### src/rtl/set_bit_enum_pkg.sv
// Shared types and default sizing for the set-bit enumerator.
// The state enum lives here so the top and any future siblings agree on it.
package set_bit_enum_pkg;

  localparam int DEFAULT_W     = 64;
  localparam int DEFAULT_IDX_W = $clog2(DEFAULT_W);
  localparam int DEFAULT_ORD_W = DEFAULT_IDX_W + 1;

  typedef enum logic [0:0] {
    IDLE = 1'b0,
    EMIT = 1'b1
  } state_t;

endpackage : set_bit_enum_pkg

### src/rtl/lsb_index.sv
// Combinational lowest-set-bit encoder: index of the least significant 1 in vec,
// plus a flag for the all-zero case (idx is 0 then).
module lsb_index #(
  parameter int W     = 64,
  parameter int IDX_W = $clog2(W)
) (
  input  logic [W-1:0]     vec,
  output logic [IDX_W-1:0] idx,
  output logic             zero
);

  // Scan from the top down so the last hit, i.e. the lowest set bit, wins.
  always_comb begin
    // NOTE: every always_comb output gets a default first; otherwise a path
    // that skips the assignment would infer a latch.
    idx = '0;
    for (int i = W - 1; i >= 0; i--) begin
      if (vec[i]) begin
        idx = IDX_W'(i);
      end
    end
  end

  assign zero = (vec == '0);

endmodule : lsb_index

### src/rtl/set_bit_enum.sv
// Enumerates the set bits of an input word, one index beat per cycle, lowest
// bit first, with ordinal, last and empty-word flags on a valid/ready stream.
module set_bit_enum
  import set_bit_enum_pkg::*;
#(
  parameter int W     = DEFAULT_W,
  parameter int IDX_W = $clog2(W)
) (
  input  logic             clk,
  input  logic             rst_n,
  input  logic             in_valid,
  output logic             in_ready,
  input  logic [W-1:0]     in_data,
  output logic             out_valid,
  input  logic             out_ready,
  output logic [IDX_W-1:0] out_idx,
  output logic [IDX_W:0]   out_ord,
  output logic             out_last,
  output logic             out_empty
);

  localparam int ORD_W = IDX_W + 1;

  state_t             state;
  logic [W-1:0]       pend;
  logic [ORD_W-1:0]   ord;

  logic [IDX_W-1:0]   lsb_idx;
  logic               pend_zero;
  logic [W-1:0]       pend_rest;
  logic               emit;
  logic               accept;
  logic               advance;

  lsb_index #(
    .W     (W),
    .IDX_W (IDX_W)
  ) u_lsb_index (
    .vec  (pend),
    .idx  (lsb_idx),
    .zero (pend_zero)
  );

  // pend with its lowest set bit removed; zero means the current beat is the last.
  assign pend_rest = pend & (pend - W'(1));
  assign emit      = (state == EMIT);

  // Outputs come only from registered pend/ord/state, never from in_data.
  assign out_valid = emit;
  assign out_last  = emit && (pend_rest == '0);
  assign out_empty = emit && pend_zero;
  assign out_idx   = emit ? lsb_idx : '0;
  assign out_ord   = emit ? ord     : '0;

  // Held low during reset; in EMIT a new word is taken only as the last beat leaves,
  // which gives back-to-back words with no idle cycle.
  assign in_ready  = rst_n && (!emit || (out_last && out_ready));

  assign accept    = in_valid && in_ready;
  assign advance   = out_valid && out_ready;

  always_ff @(posedge clk or negedge rst_n) begin
    if (!rst_n) begin
      // NOTE: sequential state uses non-blocking assignments only, so every
      // flop samples pre-edge values regardless of statement order.
      state <= IDLE;
      pend  <= '0;
      ord   <= '0;
    end else if (accept) begin
      state <= EMIT;
      pend  <= in_data;
      ord   <= '0;
    end else if (advance) begin
      if (out_last) begin
        state <= IDLE;
        pend  <= '0;
        ord   <= '0;
      end else begin
        pend  <= pend_rest;
        ord   <= ord + ORD_W'(1);
      end
    end
  end

endmodule : set_bit_enum

### config.mk
export PLATFORM = sky130hd
export DESIGN_NAME = set_bit_enum
export DESIGN_NICKNAME = d
export VERILOG_FILES = /design/src/rtl/set_bit_enum_pkg.sv /design/src/rtl/lsb_index.sv /design/src/rtl/set_bit_enum.sv
export SDC_FILE = /design/constraint.sdc
export NUM_CORES = 1
export LEC_CHECK = 0
export CELL_PAD_IN_SITES_DETAIL_PLACEMENT = 0
export CELL_PAD_IN_SITES_GLOBAL_PLACEMENT = 1
export CORE_ASPECT_RATIO = 1.75
export CORE_MARGIN = 4
export CORE_UTILIZATION = 30
export CTS_CLUSTER_SIZE = 24
export DETAILED_ROUTE_END_ITERATION = 12
export GPL_ROUTABILITY_DRIVEN = 0
export PLACE_DENSITY = 0.69
export SYNTH_ARGS = -nofsm -noshare
export SYNTH_HDL_FRONTEND = slang
export SYNTH_SLANG_ARGS = --single-unit
### constraint.sdc
create_clock -name clk -period 5.52 [get_ports clk]
set_clock_uncertainty 0.2 [all_clocks]
set_input_delay 0.552 -clock clk [delete_from_list [all_inputs] [get_ports clk]]
set_output_delay 0.552 -clock clk [all_outputs]
set_load 0.05 [all_outputs]
; ---- After elaboration in Yosys (flattened, before gate mapping)
; Index checks and enable logic that the tools add are counted.
[totals]
regBits = 72
in_bits = 68
output_inout_bits = 17
elab_cells = 94
[op_classes]
n_addsub = 2
mux = 75
bitwise = 1
n_reduce_logical = 13
[op_table]
columns = op, n
row1 = $mux W6, 65
row2 = $mux W64, 3
row3 = $logic_not A64 Y1, 2
row4 = $and A64 B64 Y64, 1
row5 = $sub A64 B1 Y64 const B, 1
row6 = $mux W7, 4
row7 = $add A7 B1 Y7 const B, 1
row8 = $logic_and A1 B1 Y1, 6
row9 = $reduce_bool A2 Y1, 2
row10 = $mux W1, 3
row11 = $reduce_and A2 Y1, 1
row12 = $logic_not A1 Y1, 1
row13 = $logic_or A1 B1 Y1, 1

; ---- Logic depth before layout (Yosys ltp)
; Gate-level depths: netlist of the first run.
[logic_depth]
depth_word = 65
mapped_depth = 13
mapped_depth_nobuf = 9

; ---- Hierarchy
; A second synthesis of the first run with hierarchy kept.
[unflattened]
cells_unflattened = 621
hier_area_um2 = 5283.8
[modules_own_cells]
columns = module, instances, cells_per_inst, area_per_inst_um2, seq_area_each_um2
row1 = set_bit_enum, 1, 477, 4415.5, 1801.7
row2 = lsb_index, 1, 144, 868.3, 0.0

; ---- Worst setup path before layout of the first run
; OpenSTA, ideal clock, no wires.
[synth_timing]
path_type = register -> output
from = register pend[18]
to = output port in_ready
t_arrival_ps = 3624
required_time_ps = 4768
slack_ps = 1144
path_stages_with_launch = 13
cell_sequence = dfrtp_1 > clkbuf_1 > or4_1 > buf_2 > or4_4 > or3_1 > clkbuf_1 > o41ai_2 > o21ai_1 > nor4_1 > nand4_1 > nand2_1 > and2_1
[synth_between]
elab_chain_len = 7
[synth_rtl]
columns = item, line
row1 = start: declaration, set_bit_enum.sv:25  ; logic [W-1:0] pend;
row2 = start signal: assignment, set_bit_enum.sv:71  ; pend <= in_data;
row3 = start signal: assignment, set_bit_enum.sv:79  ; pend <= pend_rest;
row4 = $sub A64 B1 Y64, set_bit_enum.sv:45  ; assign pend_rest = pend & (pend - W'(1));
row5 = $and A64 B64 Y64 *, set_bit_enum.sv:45
row6 = $logic_not A64 Y1 *, set_bit_enum.sv:50  ; assign out_last = emit && (pend_rest == '0);
row7 = $logic_and A1 B1 Y1 *, set_bit_enum.sv:50
row8 = $logic_and A1 B1 Y1 *, set_bit_enum.sv:57  ; assign in_ready = rst_n && (!emit || (out_last && out_ready));
row9 = $logic_or A1 B1 Y1 *, set_bit_enum.sv:57
row10 = $logic_and A1 B1 Y1 *, set_bit_enum.sv:57
row11 = end: declaration, set_bit_enum.sv:12  ; output logic in_ready,
; Mark *: on every way between the ends. The rest lies on a longest branch, timed or not.

; ---- Worst setup path in the final report of the first run
[layout_timing]
from = register pend[16]
to = output port in_ready
; Same word-level chain as after synthesis.

==> results by stage, run 1 <==
Route:
- The total via count after detailed routing is about 5600.
- The vias per cell is between 6 and 7.
- After detailed routing, the average wire length per cell comes to 22.18 um.
- In the routed design, unresolved DRC markers number 0.
- The remaining antenna violation count is 0.
- The detailed router finished its first iteration with 415 violations.
- The first-pass iteration count of the detailed router is 5.
- The detailed-route wire length is about 20 mm.

Logic synthesis:
- Yosys attributes the largest share of cell area to sky130_fd_sc_hd__dfrtp_1 (35%), sky130_fd_sc_hd__a221o_1 (7.7%), sky130_fd_sc_hd__clkbuf_1 (3.8%).
- Yosys printed 0 warnings.
- The average instance area after synthesis is 8.229 sq um.
- The number of distinct library cell variants in the gate-level netlist after synthesis is between 60 and 70.
- In the synthesized netlist, the number of instances is between 600 and 700.
- The share of the yosys chip area belonging to registers is 0.3459.
- The number of nets handed over by synthesis was 702.
- For this run, asynchronously set or reset flops after synthesis account for 1.000.
- The post-synthesis cell type with the largest combined area is sky130_fd_sc_hd__dfrtp_1.
- The most common cell in the synthesized netlist is sky130_fd_sc_hd__dfrtp_1.
- The commonest cells after synthesis are sky130_fd_sc_hd__dfrtp_1 (72), sky130_fd_sc_hd__clkbuf_1 (53), sky130_fd_sc_hd__nor2_1 (53), sky130_fd_sc_hd__nand2_1 (47), sky130_fd_sc_hd__a221o_1 (40).
- The synthesized netlist occupies a cell area of 5209 sq um.
- The flip-flop and latch count after synthesis is 72.
- Of the post-synthesis cell area, the dominant cell type holds 0.3459.
- The most used flip-flop cell after synthesis is sky130_fd_sc_hd__dfrtp_1.
- Counting flops with a built-in enable in the synthesized netlist gives 0.

Setup path:
- The endpoint identified for the worst register-to-register timing path is pend[9].
- In this design, the stage delay of the slowest critical-path cell is between 700 and 800 ps.
- Setup slack on the worst reg-to-reg path comes out at 490 ps.
- For this design, the slowest cell found on the critical path is sky130_fd_sc_hd__or4_1.
- The required time reported for the critical path endpoint is between 4000 and 5000 ps.
- The critical register-to-register path startpoint is pend[16].
- For the worst flop-to-flop path, the logic depth is 10.
- The origin of the worst setup path is pend[16].
- Traced cell by cell, the critical path runs through or4_1 -> or4_4 -> or3_1 -> o41ai_2 -> o21ai_1 -> nor4_1 -> nand4_1 -> nand2_1 -> and2_1 -> buf_12.
- STA classifies the critical path endpoint as a primary output.
- The data arrival time of the critical path is 4450 ps.
- The critical path class is flip-flop to primary output.
- The family with the most delay on the worst path is simple AND/OR/NAND/NOR gates.
- STA classifies the critical path startpoint as a flip-flop.
- In this run the worst path has a maximum fanout of 10.
- The number of buffer and inverter instances along the worst setup path is 1.

Run status:
- The run finished with clean final reports.

Floorplanning:
- The initialized floorplan defines 63 standard-cell rows.
- For this configuration, the core starts out at a cell density of 0.3059.
- The number of top-level design ports is 85.
- The floorplan step set the die height to ~180 um.
- The width of the chip is 107.6 um.
- The core area is between 15000 and 20000 sq um.
- The die footprint is around 20000 sq um.

STA:
- Setup repair after global routing left no endpoint under its margin.
- The worst pin sits at a relative slew slack of 0.3655.
- Hold is met by ~360 ps.
- The slew at the pin closest to its max-slew limit is 941.7 ps.
- The highest attainable clock frequency is 192.2 MHz.
- The number of hold violations in the final report came to 0.
- Summed over all failing endpoints, the final setup total negative slack is 0 ps.
- The final setup violation count is 0.
- Dividing the final minimum period by the clock period gives 0.9426.
- The final number of max-transition violations is 0.
- The shortest clock period the worst path allows after layout is 5203 ps.

Clock tree:
- The clock net in this run drives a total of between 70 and 80 sinks.
- Buffers added to address setup during post-CTS repair amount to 0.
- The number of clock buffers added by TritonCTS is 9.
- Counting along the longest clock path gives a buffer depth of 2.
- The clock-pin transition on the worst setup and hold timing paths is 70 ps.
- The H-tree was split into 3 levels.
- The clock insertion delay at the later pin of the skew report is roughly 360 ps.
- The TritonCTS clock tree is done.
- In this run the clock root is driven by a sky130_fd_sc_hd__clkbuf_16.

GRT:
- The total overflow left after global routing is 0.
- The number of global-route vias before repair is about 5600.
- The largest net degree at the start of global routing is between 50 and 60.
- The first global-routing pass estimated 31.11 mm of wire.
- For this run, the total global-route usage over all layers was measured as 0.2045.
- The initial antenna violation count is 0.

Place:
- The half-perimeter wire length after placement is between 15 and 20 mm.
- The post-detailed-placement cell area is 6246 sq um.
- The number of port buffers is between 80 and 90.

Layout:
- The filler cell count is 1817.
- The ratio of cells with drive above 1 in the final layout is 0.07143.
- The finished cells cover 6546 sq um.
- The final net count is 750.
- The antenna diode instance count is 0.
- Compared with the post-synthesis result, the final layout area differs by 25.68%.

Hold path:
- The worst hold path class is flip-flop to flip-flop.
- The capture endpoint of the worst hold path is ord[6].
- The hold path startpoint is ord[6].
- The worst hold path passes through 2 cells.

Pwr:
- The fraction of power spent switching nets is 0.3749.
- The internal power is 1.120 mW.
- The combinational power share is 0.316.
- The completed layout was analyzed and its total power is between 1.5 and 2 mW.
- Summed over all cells, the static leakage comes to 2.664 nW.
- The power share of the clock group is 0.319.
- The worst supply voltage drop on vdd is about 0.15 mV.
- The share of total power dissipated in sequential elements is 0.365.
- For this design the total switching power over the nets is between 0.6 and 0.7 mW.
- The total power divided by cell area is between 200 and 300 nW/um^2.

Run:
- The tool flagged a number of max-cap violations equal to 0.
[cell usage in the layout, fill, tap and decap left out, types with 5 or more instances in the layout]
cell                              synthesis  layout
sky130_fd_sc_hd__clkdlybuf4s50_1          0      81
sky130_fd_sc_hd__dfrtp_1                 72      72
sky130_fd_sc_hd__nor2_1                  53      53
sky130_fd_sc_hd__nand2_1                 47      47
sky130_fd_sc_hd__a221o_1                 40      40
sky130_fd_sc_hd__o21ai_0                 39      39
sky130_fd_sc_hd__nor3_1                  32      32
sky130_fd_sc_hd__nor4_1                  26      26
sky130_fd_sc_hd__a21oi_1                 24      24
sky130_fd_sc_hd__inv_1                   22      22
sky130_fd_sc_hd__and3_1                  20      20
sky130_fd_sc_hd__buf_4                    2      17
sky130_fd_sc_hd__or4_1                   13      13
sky130_fd_sc_hd__nand3_1                 13      13
sky130_fd_sc_hd__o31ai_1                 11      11
sky130_fd_sc_hd__nand4_1                 10      10
sky130_fd_sc_hd__o41ai_1                 10      10
sky130_fd_sc_hd__a22o_1                  10      10
sky130_fd_sc_hd__and2_1                  10      10
sky130_fd_sc_hd__clkbuf_16                0       9
sky130_fd_sc_hd__o31a_1                   8       8
sky130_fd_sc_hd__a21o_1                   6       6
sky130_fd_sc_hd__a2111oi_0                6       6
sky130_fd_sc_hd__mux2i_1                  6       6
sky130_fd_sc_hd__or3_1                    5       5
[timing repair]
action	in CTS	in global routing
hold buffers	1	0
endpoints found under the setup margin	0	1
resized for setup	0	1
endpoints found under the hold margin	22	0
[how the worst max path moves through the flow]
stage	endpoint	slack, ps	depth (start not counted)
3_3_place_gp	pend[22]	670	10
4_1_cts	in_ready	290	10
2_1_floorplan	in_ready	1140	12
5_1_grt	in_ready	120	10
3_5_place_dp	pend[22]	490	10
6_report	in_ready	320	10
[area by class of cell]
class                           count  area [sq um]  share of cell area
Clock buffer                       10         239.0             0.03651
Clock inverter                      6         45.04            0.006881
Inverter                           22         82.58             0.01261
Multi-Input combinational cell    474          3085              0.4713
Sequential cell                    72          1802              0.2752
Tap cell                          227         284.0             0.04339
Timing Repair Buffer              102          1008              0.1541
[worst register-to-register path: cells and delay by family, from the launching register on]
kind | cells | cell delay, ps
AOI/OAI and AO/OA | 4 | 1490
and+or+nand+nor | 5 | 2410
DFF | 1 | 460
buffers and inverters | 1 | 400
[registers in the layout, summed over array words and instances (netlist names)]
| register | cells |
|---|---|
| pend | 64 |
| ord | 7 |
| out_valid | 1 |
[routing by layer]
metal  vias up  routed length (um)  global-route usage
met4         0                 990              0.1011
met1      2778                7506              0.2241
met5         -                   0                   0
li1       2551                   -                   -
met2       187               10950              0.3756
met3        57                 801             0.03009
[power by group through the flow]
stage,clock network [mW],registers (mW),logic (mW)
floorplan,0,0.613,0.388
global placement,0,0.659,0.567
detailed placement,0,0.661,0.567
CTS,0.580,0.651,0.570
global route,0.599,0.662,0.604
finish,0.571,0.654,0.567
[cells by family after synthesis]
logic type | share of synthesized area
AND/OR/NAND/NOR | 0.2450
AO/OA/AOI/OAI | 0.3063
buffers and inverters | 0.06582
flip-flops | 0.3459
multiplexers | 0.02234
XOR/XNOR | 0.008407
adder cells (fa/ha/maj) | 0.006245
[metrics by stage]
step	std cells	util	setup slack, ps
2_1_floorplan	633	-	1144
3_3_place_gp	896	0.3668	667.6
3_5_place_dp	896	0.3668	489.3
4_1_cts	913	0.3841	289.7
5_1_grt	913	0.3845	117.7
6_report	913	0.3845	316.9
Power figures use the tool's default switching activity.
==> run 2: changes to the inputs <==
Settings changed: CTS_BUF_LIST set to sky130_fd_sc_hd__clkbuf_8.
==> results by stage, run 2 (same netlist as run 1, synthesis figures left out) <==
Floorplanning:
- The number of top-level design ports is 85.
- For this configuration, the core starts out at a cell density of 0.3059.
- The vertical die dimension is around 180 um.
- The die footprint is 19620 sq um.
- The floorplan has 63 rows.
- The total area inside the core boundary comes to around 17000 sq um.
- The width of the chip is between 100 and 150 um.

Clock tree:
- Counting along the longest clock path gives a buffer depth of 2.
- Counting every sink on the clock net gives between 70 and 80.
- The number of clock buffers added by TritonCTS is 9.
- After clock tree synthesis, the clock-pin slew on the worst setup and hold paths is 90 ps.
- The library cell used as clock root buffer is sky130_fd_sc_hd__clkbuf_8.
- TritonCTS built the clock tree.
- Clock latency on the worst-skew pair, taken at its later pin, is ~370 ps.
- The H-tree was split into 3 levels.

STA:
- The sum of negative setup slack is 0 ps.
- The shortest clock period the worst path allows after layout is between 5000 and 6000 ps.
- At the pin with the least slew margin, the transition time is 922.6 ps.
- Dividing the final minimum period by the clock period gives 0.9435.
- The number of hold violations in the final report is 0.
- The final number of max-transition violations is 0.
- Setup repair after global routing left no endpoint under its margin.
- Headroom to the max-slew limit came out at 0.3784.
- Setup violations remaining at the end of the flow were counted as 0.
- The highest attainable clock frequency is 192.0 MHz.

Layout:
- The number of flip-flops in the largest register is between 60 and 70.
- Leaving out fill and tap cells, the most frequent cell in the layout is sky130_fd_sc_hd__clkdlybuf4s50_1.
- The ratio of cells with drive above 1 in the final layout is 0.07143.
- The largest register by flop count is pend.
- After the last flow step, the layout net total stands at between 700 and 800.
- The post-synthesis to final-layout area growth is 23.73%.
- The utilization after layout is 0.3785.
- The library cells used most frequently in the layout, excluding fill and tap cells, are sky130_fd_sc_hd__clkdlybuf4s50_1 (81), sky130_fd_sc_hd__dfrtp_1 (72), sky130_fd_sc_hd__nor2_1 (53).
- The antenna diode instance count is 0.

Route:
- The average wire per standard cell is 22.12 um.
- The remaining antenna violation count is 0.
- After the first detailed-routing iteration, the DRC count stood at 380.
- After detailed routing, the number of remaining DRC violations is 0.
- The final layout contains routed wiring with a total length of 20.20 mm.
- In the routed layout, each cell is associated on average with a via count of 6.133.
- The total via count after detailed routing is 5599.
- The first-pass iteration count of the detailed router is 6.

Setup path:
- The maximum cell stage delay along the critical path is roughly 680 ps.
- The required time reported for the critical path endpoint is ~4800 ps.
- In this run the worst path has a maximum fanout of 11.
- The worst setup path is captured at a primary output.
- STA puts the critical path data arrival time at about 4500 ps.
- The kind of start point of the critical path is a flip-flop.
- Walking the worst path, the cells encountered are or4_1 -> nor4_1 -> nand4_1 -> nor3_4 -> o2111ai_1 -> nor4_1 -> nand4_1 -> nand2_1 -> and2_1 -> buf_12.
- By startpoint and endpoint, the worst setup path is classified as flip-flop to primary output.
- The slowest stage of the critical path belongs to the cell sky130_fd_sc_hd__or4_1.
- The number of buffer and inverter instances along the worst setup path is 1.
- The family with the most delay on the worst path is simple AND/OR/NAND/NOR gates.

Pwr:
- The total power divided by cell area is around 250 nW/um^2.
- The worst supply voltage drop on vdd is around 0.14 mV.
- For this design the static power due to leakage is between 2 and 3 nW.

GRT:
- Across every metal layer, demand over resource in global routing totals 0.2034.
- The initial antenna violation count is 0.
- The number of global-route vias before repair was roughly 5600.
- Entering global routing, the biggest net connects 51 pins.
- The overflow left after global routing is 0.
- The first global-routing pass estimated between 30 and 40 mm of wire.

Place:
- The wire-length estimate of the detail-placed layout is roughly 15 mm.
- The number of port buffers is 84.

Hold path:
- The min-delay analysis places its worst path in the category flip-flop to flip-flop.

Run:
- Max-cap violations in this run came to 0.

Run status:
- The run finished with clean final reports.
==> run 2: power breakdown <==
group	switching (mW)	total [mW]	leakage (nW)	internal, mW
sequential	0.0826	0.653	0.901	0.571
clock	0.226	0.402	0.0845	0.176
combinational	0.336	0.567	1.63	0.231
==> run 2: what timing repair did <==
| item | CTS | global route |
|---|---|---|
| endpoints found under the setup margin | 0 | 1 |
| hold buffers | 1 | 0 |
| endpoints found under the hold margin | 22 | 0 |
| setup buffers | 0 | 0 |
| gates resized for setup | 0 | 1 |
==> run 2: per-stage QoR <==
step                      cell area [sq um]  std cells  power (mW)  hold WS [ps]  worst slack [ps]
final                                  6445        913       1.623         369.9             311.7
after floorplan                        5209        633       1.001         56.41              1144
after detailed placement               6246        896       1.228         305.6             489.3
after global routing                   6445        913       1.699         386.7             84.07
after global placement                 6246        896       1.226         294.2             667.6
after CTS                              6439        913       1.633         371.1             259.7
==> run 2: final cells by class <==
cell class | instances | area [sq um]
Clock buffer | 10 | 137.6
Clock inverter | 6 | 45.04
Fill cell | 1832 | 10580
Inverter | 22 | 82.58
Multi-Input combinational cell | 474 | 3085
Sequential cell | 72 | 1802
Tap cell | 227 | 284.0
Timing Repair Buffer | 102 | 1008
==> run 2: path summary, 6_finish.rpt <==
kind,from,endpoint,slack [ps],depth (start not counted)
min in group asynchronous,rst_n,out_valid,460,2
hold reg to reg,ord[6],ord[6],370,2
setup reg to reg,pend[28],pend[9],530,10
max in group asynchronous,rst_n,pend[3],3670,3
hold / removal,ord[6],ord[6],370,2
setup / recovery,pend[28],in_ready,310,10
==> run 2: per-layer routing <==
| layer | vias to the layer above | wire [um] | part of all wire | global-route usage |
|---|---|---|---|---|
| met5 | - | 0 | 0 | 0 |
| met4 | 0 | 987 | 0.049 | 0.1001 |
| met3 | 60 | 916 | 0.045 | 0.02973 |
| met2 | 215 | 10940 | 0.54 | 0.3759 |
| met1 | 2773 | 7352 | 0.36 | 0.2213 |
| li1 | 2551 | - | - | - |
==> run 2: worst min-delay path, cell delays in order, from the launching register on <==
cell and delay, ps:
sky130_fd_sc_hd__dfrtp_1 370, sky130_fd_sc_hd__xor2_1 70, sky130_fd_sc_hd__nor2_1 90
==> run 3: changes to the inputs <==
Settings changed: CORE_UTILIZATION 30 to 45, PLACE_DENSITY 0.69 to 0.95.
Clock period 5.52 ns to 6.3 ns, I/O delays scaled along.
==> results by stage, run 3 (same netlist as run 1, synthesis figures left out) <==
Run status:
- The run finished with clean final reports.

STA:
- Setup repair after global routing left no endpoint under its margin.
- The highest attainable clock frequency is 172.6 MHz.
- For the pin with the worst max-slew slack, the measured transition is approximately 1100 ps.
- The post-route fraction of the period consumed by the critical path is 0.9196.
- The final setup violation count is 0.
- The worst relative slew slack is 0.2327.
- The number of hold violations in the final report is 0.
- Summed over all failing endpoints, the final setup total negative slack is 0 ps.
- The final number of max-transition violations was 0.
- The shortest clock period the worst path allows after layout is just under 6000 ps.
- Setup slack on the critical path of the routed design comes to 506.7 ps.

Place:
- The number of port buffers is 84.
- The pre-CTS setup slack is between 1000 and 1500 ps.
- The number of placed instances, taps included, is around 800.
- The half-perimeter wire length after placement is 13.41 mm.

Layout:
- In the layout the commonest cells are sky130_fd_sc_hd__clkdlybuf4s50_1 (83), sky130_fd_sc_hd__dfrtp_1 (72), sky130_fd_sc_hd__nor2_1 (53).
- Excluding fillers, the count of instances in the completed layout stands at roughly 810.
- Of the cells placed in the final design, the portion with a size suffix greater than 1 is 0.05891.
- Leaving out fill and tap cells, the most frequent cell in the layout is sky130_fd_sc_hd__clkdlybuf4s50_1.
- The register with the most flip-flops in the layout has 64 of them.
- The net count of the finished layout is around 740.
- The antenna diode instance count is 0.
- From synthesis to final layout, the design area changed by 20.66%.
- The largest register by flop count is pend.
- The filler cell count is 1048.

Pwr:
- The total power divided by cell area is about 240 nW/um^2.
- VDD sags by at most between 0.2 and 0.25 mV.
- The static leakage is between 2 and 3 nW.

GRT:
- The largest net degree at the start of global routing is 76.
- The first global-routing pass estimated roughly 29 mm of wire.
- The number of global-route vias before repair was 5549.
- After global routing the overflow that remains totals 0.
- The overall global routing resource usage is 0.2779.
- The initial antenna violation count came to 0.

Route:
- After detailed routing, the number of remaining DRC violations is 0.
- The routed layout has 5688 vias.
- For this run, the detailed router's first-pass iteration total came to 6.
- Wires add up to roughly 18 mm.
- The remaining antenna violation count is 0.
- The average wire per standard cell is between 20 and 25 um.
- After detailed routing, the number of vias per cell comes to 7.014.
- The initial DRC count is approximately 470.

Setup path:
- The signal on the critical path passes through nor4_1 -> and4_1 -> nand4_1 -> o41ai_1 -> o311ai_1 -> nor4_1 -> nand4_1 -> nand2_1 -> and2_1 -> clkdlybuf4s50_1.
- The data arrival time of the critical path is roughly 5000 ps.
- Along the worst path, the maximum fanout reaches 12.
- The critical path class is flip-flop to primary output.
- The family with the most delay on the worst path is simple AND/OR/NAND/NOR gates.
- In this design, the stage delay of the slowest critical-path cell is 800 ps.
- The reg2reg setup slack is around 1200 ps.
- The number of buffer and inverter instances along the worst setup path is 1.
- The largest individual stage delay along the critical path comes from the cell sky130_fd_sc_hd__clkdlybuf4s50_1.
- The critical path capture point type is a primary output.
- The kind of start point of the critical path is a flip-flop.
- For the worst setup path, the data required time is 5470 ps.

Hold path:
- The worst hold path class is input port to asynchronous set/reset pin.

Clock tree:
- The number of hold-repair buffers added at the cts stage is 0.
- Clock-pin slew was measured on the worst setup and hold paths at approximately 90 ps.
- The clock sink count is between 70 and 80.
- Clock latency on the worst-skew pair, taken at its later pin, is about 370 ps.
- The longest clock path from root to sink contains 2 buffers.
- TritonCTS built the clock tree.
- The count of buffers added by post-CTS timing repair for setup is 0.
- The library cell used as clock root buffer is sky130_fd_sc_hd__clkbuf_8.
- The total of cells resized after clock tree synthesis is 0.
- The number of CTS-inserted buffers is 9.
- In this run the number of H-tree levels came out at 3.

Floorplanning:
- The initial cell density of the core is 0.4638.
- The die footprint is ~13000 sq um.
- The number of standard-cell rows in the floorplan is slightly above 50.
- The width of the chip is 89.33 um.
- From bottom edge to top edge, the die measures about 150 um.
- The number of top-level design ports is 85.
- The core area is about 11000 sq um.

Run:
- Across the run, the number of max-cap violations was 0.
run 3: changes by cell type in the layout (fill, tap and decap cells not counted), moves of 2 or more:
cell | previous run | this run
sky130_fd_sc_hd__clkinv_4 | 2 | 0
sky130_fd_sc_hd__bufinv_16 | 0 | 3
sky130_fd_sc_hd__clkdlybuf4s50_1 | 81 | 83
sky130_fd_sc_hd__buf_4 | 17 | 12
sky130_fd_sc_hd__clkinvlp_4 | 3 | 1
sky130_fd_sc_hd__buf_12 | 3 | 0
run 3: final cells by class:
| class | count | area (sq um) | area share |
|---|---|---|---|
| clock buffers | 9 | 123.9 | 0.01971 |
| clock inverters | 7 | 111.4 | 0.01772 |
| inverters | 22 | 82.58 | 0.01314 |
| multi-input cells | 474 | 3079 | 0.4899 |
| flip-flops and latches | 72 | 1802 | 0.2867 |
| well taps | 132 | 165.2 | 0.02628 |
| repair buffers | 95 | 920.9 | 0.1465 |
run 3: per-layer routing:
layer / global-route usage / share of wire
met5: 0 / 0
met2: 0.4605 / 0.49
met1: 0.3108 / 0.36
met4: 0.2019 / 0.074
met3: 0.04765 / 0.072
run 3: path summary, 6_finish.rpt:
check / depth (start not counted) / end / start
max: 10 / in_ready / pend[5]
min: 1 / pend[2] / rst_n
max reg2reg: 10 / pend[26] / pend[5]
min reg2reg: 2 / ord[6] / ord[6]
max in group asynchronous: 1 / pend[53] / rst_n
min in group clk: 2 / ord[6] / ord[6]
run 3: through the flow:
stage | total power [mW] | cell area, sq um | hold slack (ps) | util
6_report | 1.517 | 6285 | 199.0 | 0.5596
5_1_grt | 1.574 | 6285 | 288.0 | 0.5596
4_1_cts | 1.514 | 6285 | 241.6 | 0.5596
3_5_place_dp | 1.070 | 6050 | 335.8 | 0.5387
3_3_place_gp | 1.066 | 6050 | 322.7 | 0.5387
2_1_floorplan | 0.8771 | 5209 | 134.4 | -
run 3: worst reg2reg max path: cells and delay by family (launching register included):
family / cells / cell delay [ps]
compound gates: 4 / 1700
flops: 1 / 490
buf+inv: 1 / 410
simple gates: 5 / 2230
run 3: power by group:
group / switching (mW) / internal, mW
combinational: 0.295 / 0.201
clock: 0.187 / 0.260
sequential: 0.0739 / 0.500
